## src/rtl/axis_pkg.sv

```systemverilog
// axis_pkg: shared stream sample types and the multiplier-arbiter issue tag
package axis_pkg;
  typedef struct packed {
    logic signed [15:0] re;
    logic signed [15:0] im;
  } sample_t_int;
  localparam int N_MAX = 8;
  localparam int ID_W = $clog2(N_MAX);
  typedef struct packed {
    logic            vld;
    logic [ID_W-1:0] id;
  } cmult_tag_t;
endpackage

```

## src/rtl/cmult_res_fifo.sv

```systemverilog
// cmult_res_fifo: synchronous result FIFO; overflow is excluded upstream by credits
module cmult_res_fifo
  import axis_pkg::*;
#(
  parameter int DEPTH = 16
) (
  input  logic        clk,
  input  logic        rst,
  input  logic        push,
  input  logic        pop,
  input  sample_t_int din,
  output logic        empty,
  output sample_t_int head
);
  localparam int AW = DEPTH > 1 ? $clog2(DEPTH) : 1;
  localparam int CW = $clog2(DEPTH + 1);
  sample_t_int mem [DEPTH];
  logic [AW-1:0] wp, rp;
  logic [CW-1:0] count;
  assign empty = count == '0;
  assign head  = mem[rp];
  always_ff @(posedge clk) begin
    if (push) mem[wp] <= din;
    if (rst) begin
      wp    <= '0;
      rp    <= '0;
      count <= '0;
    end else begin
      if (push) wp <= (int'(wp) == DEPTH - 1) ? '0 : wp + 1'b1;
      if (pop) rp <= (int'(rp) == DEPTH - 1) ? '0 : rp + 1'b1;
      count <= count + CW'(push) - CW'(pop);
    end
  end
  a_no_overflow: assert property (@(posedge clk) disable iff (rst) !(push && !pop && count == CW'(DEPTH)));
endmodule

```

## src/rtl/cmult_arbiter.sv

```systemverilog
// cmult_arbiter: round-robin sharing of one complex multiplier; define CMULT_ARB_STATS_EN for grant/stall counters
module cmult_arbiter
  import axis_pkg::*;
#(
  parameter int N_REQ      = 4,
  parameter int MULT_LAT   = 10,
  parameter int FIFO_DEPTH = 16
) (
  input  logic                    clk,
  input  logic                    rst,
  input  logic [N_REQ-1:0]        in_valid,
  output logic [N_REQ-1:0]        in_ready,
  input  sample_t_int [N_REQ-1:0] in_a,
  input  sample_t_int [N_REQ-1:0] in_b,
  output logic [N_REQ-1:0]        out_valid,
  input  logic [N_REQ-1:0]        out_ready,
  output sample_t_int [N_REQ-1:0] out_z,
  output sample_t_int             mult_a,
  output sample_t_int             mult_b,
  input  sample_t_int             mult_z,
  output logic                    busy
`ifdef CMULT_ARB_STATS_EN
  ,
  output logic [N_REQ-1:0][31:0]  grant_cnt,
  output logic [N_REQ-1:0][31:0]  stall_cnt
`endif
);
  localparam int CW = $clog2(FIFO_DEPTH + 1);
  localparam int PW = $clog2(N_REQ);
  // one stage for the mult_a/b register, one for the multiplier's input register, then its pipeline
  localparam int TD = MULT_LAT + 2;
  logic [CW-1:0] credit [N_REQ];
  logic [PW-1:0] ptr, gnt, idx;
  logic [N_REQ-1:0] elig, nz, empty, push, pop;
  logic hit;
  cmult_tag_t tag_q [TD];
  for (genvar i = 0; i < N_REQ; i++) begin : g_lane
    assign nz[i]   = credit[i] != '0;
    assign push[i] = tag_q[TD-1].vld && tag_q[TD-1].id == ID_W'(i);
    cmult_res_fifo #(.DEPTH(FIFO_DEPTH)) u_fifo (
      .clk  (clk),
      .rst  (rst),
      .push (push[i]),
      .pop  (pop[i]),
      .din  (mult_z),
      .empty(empty[i]),
      .head (out_z[i])
    );
  end
  assign elig      = rst ? '0 : in_valid & nz;
  assign out_valid = ~empty;
  assign pop       = out_valid & out_ready;
  assign in_ready  = hit ? N_REQ'(1) << gnt : '0;
  always_comb begin
    hit = 1'b0;
    gnt = '0;
    idx = '0;
    for (int k = 0; k < N_REQ; k++) begin
      idx = PW'((int'(ptr) + k) % N_REQ);
      if (!hit && elig[idx]) begin
        hit = 1'b1;
        gnt = idx;
      end
    end
  end
  always_comb begin
    busy = |out_valid;
    for (int k = 0; k < TD; k++) busy = busy | tag_q[k].vld;
  end
  always_ff @(posedge clk) begin
    if (rst) begin
      ptr    <= '0;
      mult_a <= '0;
      mult_b <= '0;
      for (int i = 0; i < N_REQ; i++) credit[i] <= CW'(FIFO_DEPTH);
      for (int k = 0; k < TD; k++) tag_q[k] <= '0;
    end else begin
      if (hit) begin
        ptr    <= (int'(gnt) == N_REQ - 1) ? '0 : gnt + 1'b1;
        mult_a <= in_a[gnt];
        mult_b <= in_b[gnt];
      end
      tag_q[0] <= '{vld: hit, id: ID_W'(gnt)};
      for (int k = 1; k < TD; k++) tag_q[k] <= tag_q[k-1];
      for (int i = 0; i < N_REQ; i++) credit[i] <= credit[i] - CW'(in_ready[i]) + CW'(pop[i]);
    end
  end
`ifdef CMULT_ARB_STATS_EN
  always_ff @(posedge clk) begin
    for (int i = 0; i < N_REQ; i++) begin
      grant_cnt[i] <= rst ? '0 : grant_cnt[i] + 32'(in_ready[i]);
      stall_cnt[i] <= rst ? '0 : stall_cnt[i] + 32'(in_valid[i] && !in_ready[i]);
    end
  end
`endif
endmodule
```

## config.mk

```make
export PLATFORM = sky130hd
export DESIGN_NAME = cmult_arbiter
export DESIGN_NICKNAME = d
export VERILOG_FILES = /design/src/rtl/axis_pkg.sv /design/src/rtl/cmult_res_fifo.sv /design/src/rtl/cmult_arbiter.sv
export SDC_FILE = /design/constraint.sdc
export NUM_CORES = 2
export LEC_CHECK = 0
export BUFFER_PORTS_ARGS = -buffer_cell sky130_fd_sc_hd__buf_2
export CORE_UTILIZATION = 60
export CTS_CLUSTER_DIAMETER = 100
export DETAILED_ROUTE_END_ITERATION = 16
export GPL_TIMING_DRIVEN = 0
export PLACE_DENSITY = 0.83
export SYNTH_ARGS = -nofsm -noshare
export SYNTH_HDL_FRONTEND = slang
export SYNTH_SLANG_ARGS = --single-unit
```

## constraint.sdc

```tcl
create_clock -name clk -period 4.4 [get_ports clk]
set_input_delay 0.66 -clock clk [delete_from_list [all_inputs] [get_ports clk]]
set_output_delay 0.66 -clock clk [all_outputs]
set_load 0.01 [all_outputs]
```

; ---- Yosys cells after proc, flatten, opt, wreduce, memory -nomap -nowiden
; Memory sizes are Yosys's and may differ from the RTL's. A register that Yosys moved wholly into a read port is not among the register bits.
; Cells that the tools add are included.
[totals]
ram_bits = 2116
out_inout_bits = 201
regBits = 118
wordCells = 186
memories = 6
[memory_table]
columns = name, words, word_bits, read_ports, rd_clocked_by_memory_dff, wr, line
row1 = g_lane[0].u_fifo.mem, 16, 32, 1, 1, 1, cmult_res_fifo.sv:17  ; sample_t_int mem [DEPTH];
row2 = g_lane[1].u_fifo.mem, 16, 32, 1, 1, 1, cmult_res_fifo.sv:17
row3 = g_lane[2].u_fifo.mem, 16, 32, 1, 1, 1, cmult_res_fifo.sv:17
row4 = g_lane[3].u_fifo.mem, 16, 32, 1, 1, 1, cmult_res_fifo.sv:17
row5 = tag_q, 12, 4, 12, 0, 12, cmult_arbiter.sv:36  ; cmult_tag_t tag_q [TD];
row6 = credit, 4, 5, 4, 0, 4, cmult_arbiter.sv:32  ; logic [CW-1:0] credit [N_REQ];
[classes]
magnitude_cmp = 5
n_eq_ne = 12
add_sub_neg = 28
mux = 66
n_bitwise = 31
n_reduce_logical = 20
shifts = 1
[ops]
columns = op, count
row1 = 32-bit binary-select mux with 2-bit select, 2
row2 = 4-bit two-way mux, 30
row3 = 32-bit two-way mux, 2
row4 = 5-bit by 1-bit adder with 5-bit output, 8
row5 = 5-bit by 1-bit subtractor with 5-bit output, 8
row6 = 4-bit by 1-bit adder with 4-bit output (second input constant), 8
row7 = 4-bit by 1-bit == test with 1-bit output (second input constant), 8
row8 = 1-bit bitwise OR, 28
row9 = 5-bit zero test, 4
row10 = 5-bit two-way mux, 4
row11 = 5-bit nonzero test, 4
row12 = 1-bit two-way mux, 19
row13 = 2-bit by 3-bit < comparator with 1-bit output (second input constant), 5
row14 = 2-bit two-way mux, 5
row15 = 4-bit AND, 2
row16 = 1-bit binary-select mux with 2-bit select, 4
row17 = 1-bit logical AND, 7
row18 = 3-bit by 2-bit == test with 1-bit output (second input constant), 2
row19 = 2-bit by 1-bit adder with 2-bit output (second input constant), 2
row20 = 2-bit adder (second input constant), 2
row21 = 4-bit inverter, 1
row22 = 4-bit OR reduction, 1
row23 = 1-bit by 2-bit left shift with 4-bit output (first input constant), 1
row24 = 3-bit by 1-bit == test with 1-bit output (second input constant), 1
row25 = other kinds (3), 5

; ---- Longest topological paths before layout
[depth]
word_depth = 20
ltp_mapped = 22
mapped_depth_nobuf = 20

; ---- Hierarchy
; A second synthesis with hierarchy kept.
[unflattened]
hier_cells = 4175
area_unflattened_um2 = 86613.1
[by_module_without_submodules]
columns = module, n_inst, area_each_um2, cells_per_inst, seq_area_each_um2
row1 = cmult_res_fifo (g_lane[1].u_fifo ...), 2, 20009.2, 888, 15715.1
row2 = cmult_res_fifo (g_lane[0].u_fifo), 1, 20010.4, 888, 15715.1
row3 = cmult_res_fifo (g_lane[3].u_fifo), 1, 19999.2, 886, 15715.1
row4 = cmult_arbiter, 1, 6585.1, 625, 2442.3

; ---- Least setup slack after synthesis
; Ideal clock, no wire load.
[synth_path]
path_type = input -> register
start = input port rst
end = memory credit[3][4] in the netlist's numbering
n_path_buf = 3
path_slack_ps = 638
arrival_time_ps = 3648
stages = 17
setup_time_ps = 114
cell_sequence = nand2b_4 -> o32ai_1 -> a21oi_1 -> o21a_1 -> buf_6 -> buf_12 -> buf_12 -> ha_1 -> and2_1 -> ha_1 -> inv_1 -> ha_1 -> fa_1 -> a21oi_1 -> nor2_1 -> or3_1 -> a21o_1
[synth_lines]
columns = item, line
row1 = "start, declared", cmult_arbiter.sv:10  ; input logic rst,
row2 = "end, declared", cmult_arbiter.sv:32

==> qor.txt <==
status: finished, violations left
failing checks: max-slew violations, negative setup slack
FF+latch area: 0.0653 mm2
DP HPWL: 151 mm
post-synthesis net count: 4254
FF+latch count, synth: 2238
Peak supply drop: 0.417 mV
YS warnings: 0
final setup TNS: -3.07 ps
EDFF count, synth: 2048
WL final: 257 mm
CP max-delay cell: clkbuf_1
via/cell ratio: 6.92
CTS Sinks: 2238
largest net degree at the start of global routing: 65
critical path class: reg2out
gr usage total: 0.357
CTS max path bufs: 3
port bufs: 498
clock latency on the worst-skew pair: 860 ps
global-route wire length before repair: 360 mm
Setup Viol. Count Final: 1
Nets: 5048
CTS Buf Count: 210
Syn-to-layout area delta: 15.8%
Tmin final: 4400 ps
post-synthesis sequential area ratio: 0.755
share of layout cells above drive strength 1: 0.351
ys flop type: edfxtp_1
Setup WS post-layout: -3.07 ps
WL/cell: 38.1 um
Slew @ Worst Pin: 1520 ps
max-slew violations: 96
vias in the first global route: 47900
Pre-Repair DR Iteration Count: 7
Tcrit/Tclk final: 1.00
Max Cap Violations: 0
clock skew: 26.4 ps
CP Data Required Time: 3740 ps
critical path capture point type: output pin
Critical Path Fanout Max: 10
Congestion Overflow GR: 0
max incr delay on CP: 730 ps
I/O pins: 499
core area: 0.142 mm2
Fillers: 7873
Multi-input gate area: 0.0202 mm2
Post-Synthesis Cells: 3876
clk slew on worst S/H paths: 70 ps
Worst setup SP type: flop
Avg Cell Area, Syn: 22.3 um2
Hold Path Class: in2reg
synth unique cells: 54
antenna viol nets, final: 0
Yosys top cell area share: 0.711
FFs w/ async S/R, synth: 0
Mapped Area: 0.0865 mm2
most frequent cells after synthesis: edfxtp_1 (2048), mux4_2 (640), dfxtp_1 (190), mux2i_1 (136), clkbuf_1 (105)
clk root buf: clkbuf_16
Vias: 46800
Hold Fails Final Rpt: 0
Synth area leader: edfxtp_1
Die W: 382 um
RSZ-0062 raised after global routing: false
DRC viols: 0
cell row count: 138
GPL Wtd Cong: 0.951
most area-consuming cells after synthesis: edfxtp_1 (71%), mux4_2 (17%), dfxtp_1 (4.4%)
H-tree depth: 4
Leak: 32.4 nW
pwr/cell area: 526 mW/mm2
f_max: 227 MHz
die area: 0.146 mm2
Max-slew headroom: -0.0117
Layout Utilization: 0.704
CTS tree: built
Setup WS pre-CTS: -243 ps
Bufs and invs on worst path: 3
Starting DRT DRC Count: 7501
CP Cell Sequence: clkbuf_1, clkbuf_1, mux4_2, mux4_2, buf_2
Critical Path AT: 3740 ps
delay-heaviest family, CP: buffers and inverters
initial core utilization: 0.608
Die Height: 382 um
most common cell in the netlist: edfxtp_1
initial antenna violation count: 37
==> logic make-up (layout without fill, tap and decap cells) <==
kind of cell | Yosys count | in the layout | share of synthesized area
AOI/OAI and AO/OA | 145 | 145 | 0.0121
muxes | 776 | 776 | 0.182
xor gates and xnor gates | 38 | 38 | 0.00385
and+or+nand+nor | 327 | 327 | 0.0193
DFF | 2238 | 2238 | 0.755
adders and majority gates | 80 | 80 | 0.0123
other | 0 | 18 | 0
buffers and inverters | 272 | 1244 | 0.0155
==> power by group <==
part	leakage, nW	internal (mW)	switching (mW)
Clock	3.28	10.1	8.17
Sequential	20.0	23.7	0.549
Combinational	9.14	4.48	5.66
==> repair_timing <==
item                       4_1_cts  5_1_grt
resized for setup               19        2
hold buffers                     0        0
setup endpoints to repair       65        5
setup buffers                    0        3
==> path summary, 6_finish.rpt <==
check / from / to / slack (ps) / cells after the start
setup reg to reg: g_lane[3].u_fifo.count[3]$_SDFF_PP0_ / g_lane[3].u_fifo.count[4]$_SDFF_PP0_ / 130 / 15
hold / removal: in_a[47] / mult_a[15]$_SDFFE_PP0N_ / 110 / 3
setup / recovery: flop / out_z[124] / -3 / 5
hold reg to reg: tag_q[0][13]$_SDFF_PP0_ / tag_q[1][1]$_SDFF_PP0_ / 430 / 1
==> layout make-up <==
class,count,area share
diodes,18,0.000450
plain buffers,195,0.0107
clock buffers,266,0.0556
clock inverters,124,0.0119
inverters,76,0.00285
multi-input cells,1366,0.201
flip-flops and latches,2238,0.652
well taps,1890,0.0236
repair buffers,583,0.0418
==> metrics by stage <==
stage                     power (mW)  area [um2]  hold slack, ps  cells
after floorplan                 30.7       86500             414   3876
after global placement          34.0       91400             416   6264
after detailed placement        34.4       93300             423   6344
after CTS                       52.7      100000            69.8   6733
after global routing            53.9      100000             109   6753
final                           52.7      100000             113   6756
==> layout by cell type, fill, tap and decap left out, types with 17 or more instances in the layout <==
cell type	Yosys	final
buf_16	0	33
buf_6	1	18
dfxtp_1	190	190
nor2_1	83	59
clkbuf_16	0	213
a21oi_1	40	39
mux2i_1	136	136
nand2_1	98	98
clkinv_1	1	46
o221ai_1	64	64
mux4_2	640	640
buf_2	68	562
buf_12	11	36
nor2b_1	42	42
and2_2	0	33
xor2_1	21	21
ha_1	72	72
xnor2_1	17	17
bufinv_16	0	20
edfxtp_1	2048	2048
clkinv_2	0	31
clkbuf_2	1	18
inv_1	73	73
nor2_4	1	25
diode_2	0	18
clkbuf_1	105	136
==> registers in the layout, indices dropped and copies added, names as in the netlist, named ones only <==
register             flops
g_lane.u_fifo.mem     2048
credit                  20
g_lane.u_fifo.rp        16
mult_a                  32
g_lane.u_fifo.wp        16
ptr                      2
g_lane.u_fifo.count     20
tag_q                   36
mult_b                  32
==> worst register-to-register path, cell delays in order (launching register included) <==
cell and delay, ps:
dfxtp_1 330, inv_1 140, ha_1 230, or4b_1 710
and2_1 370, clkbuf_1 420, ha_1 450, inv_1 50
ha_1 210, inv_1 80, fa_1 230, inv_1 70
a21oi_1 280, nor2_1 110, or3_1 360, a21oi_1 140
==> layer usage <==
metal	GRT usage	up-vias	routed length, um
met1	0.431	23900	79900
met3	0.0694	872	28400
met5	0	-	148
met2	0.605	4174	131000
met4	0.203	26	17700
li1	-	17800	-
No activity file was read; power rests on OpenSTA's default activity.
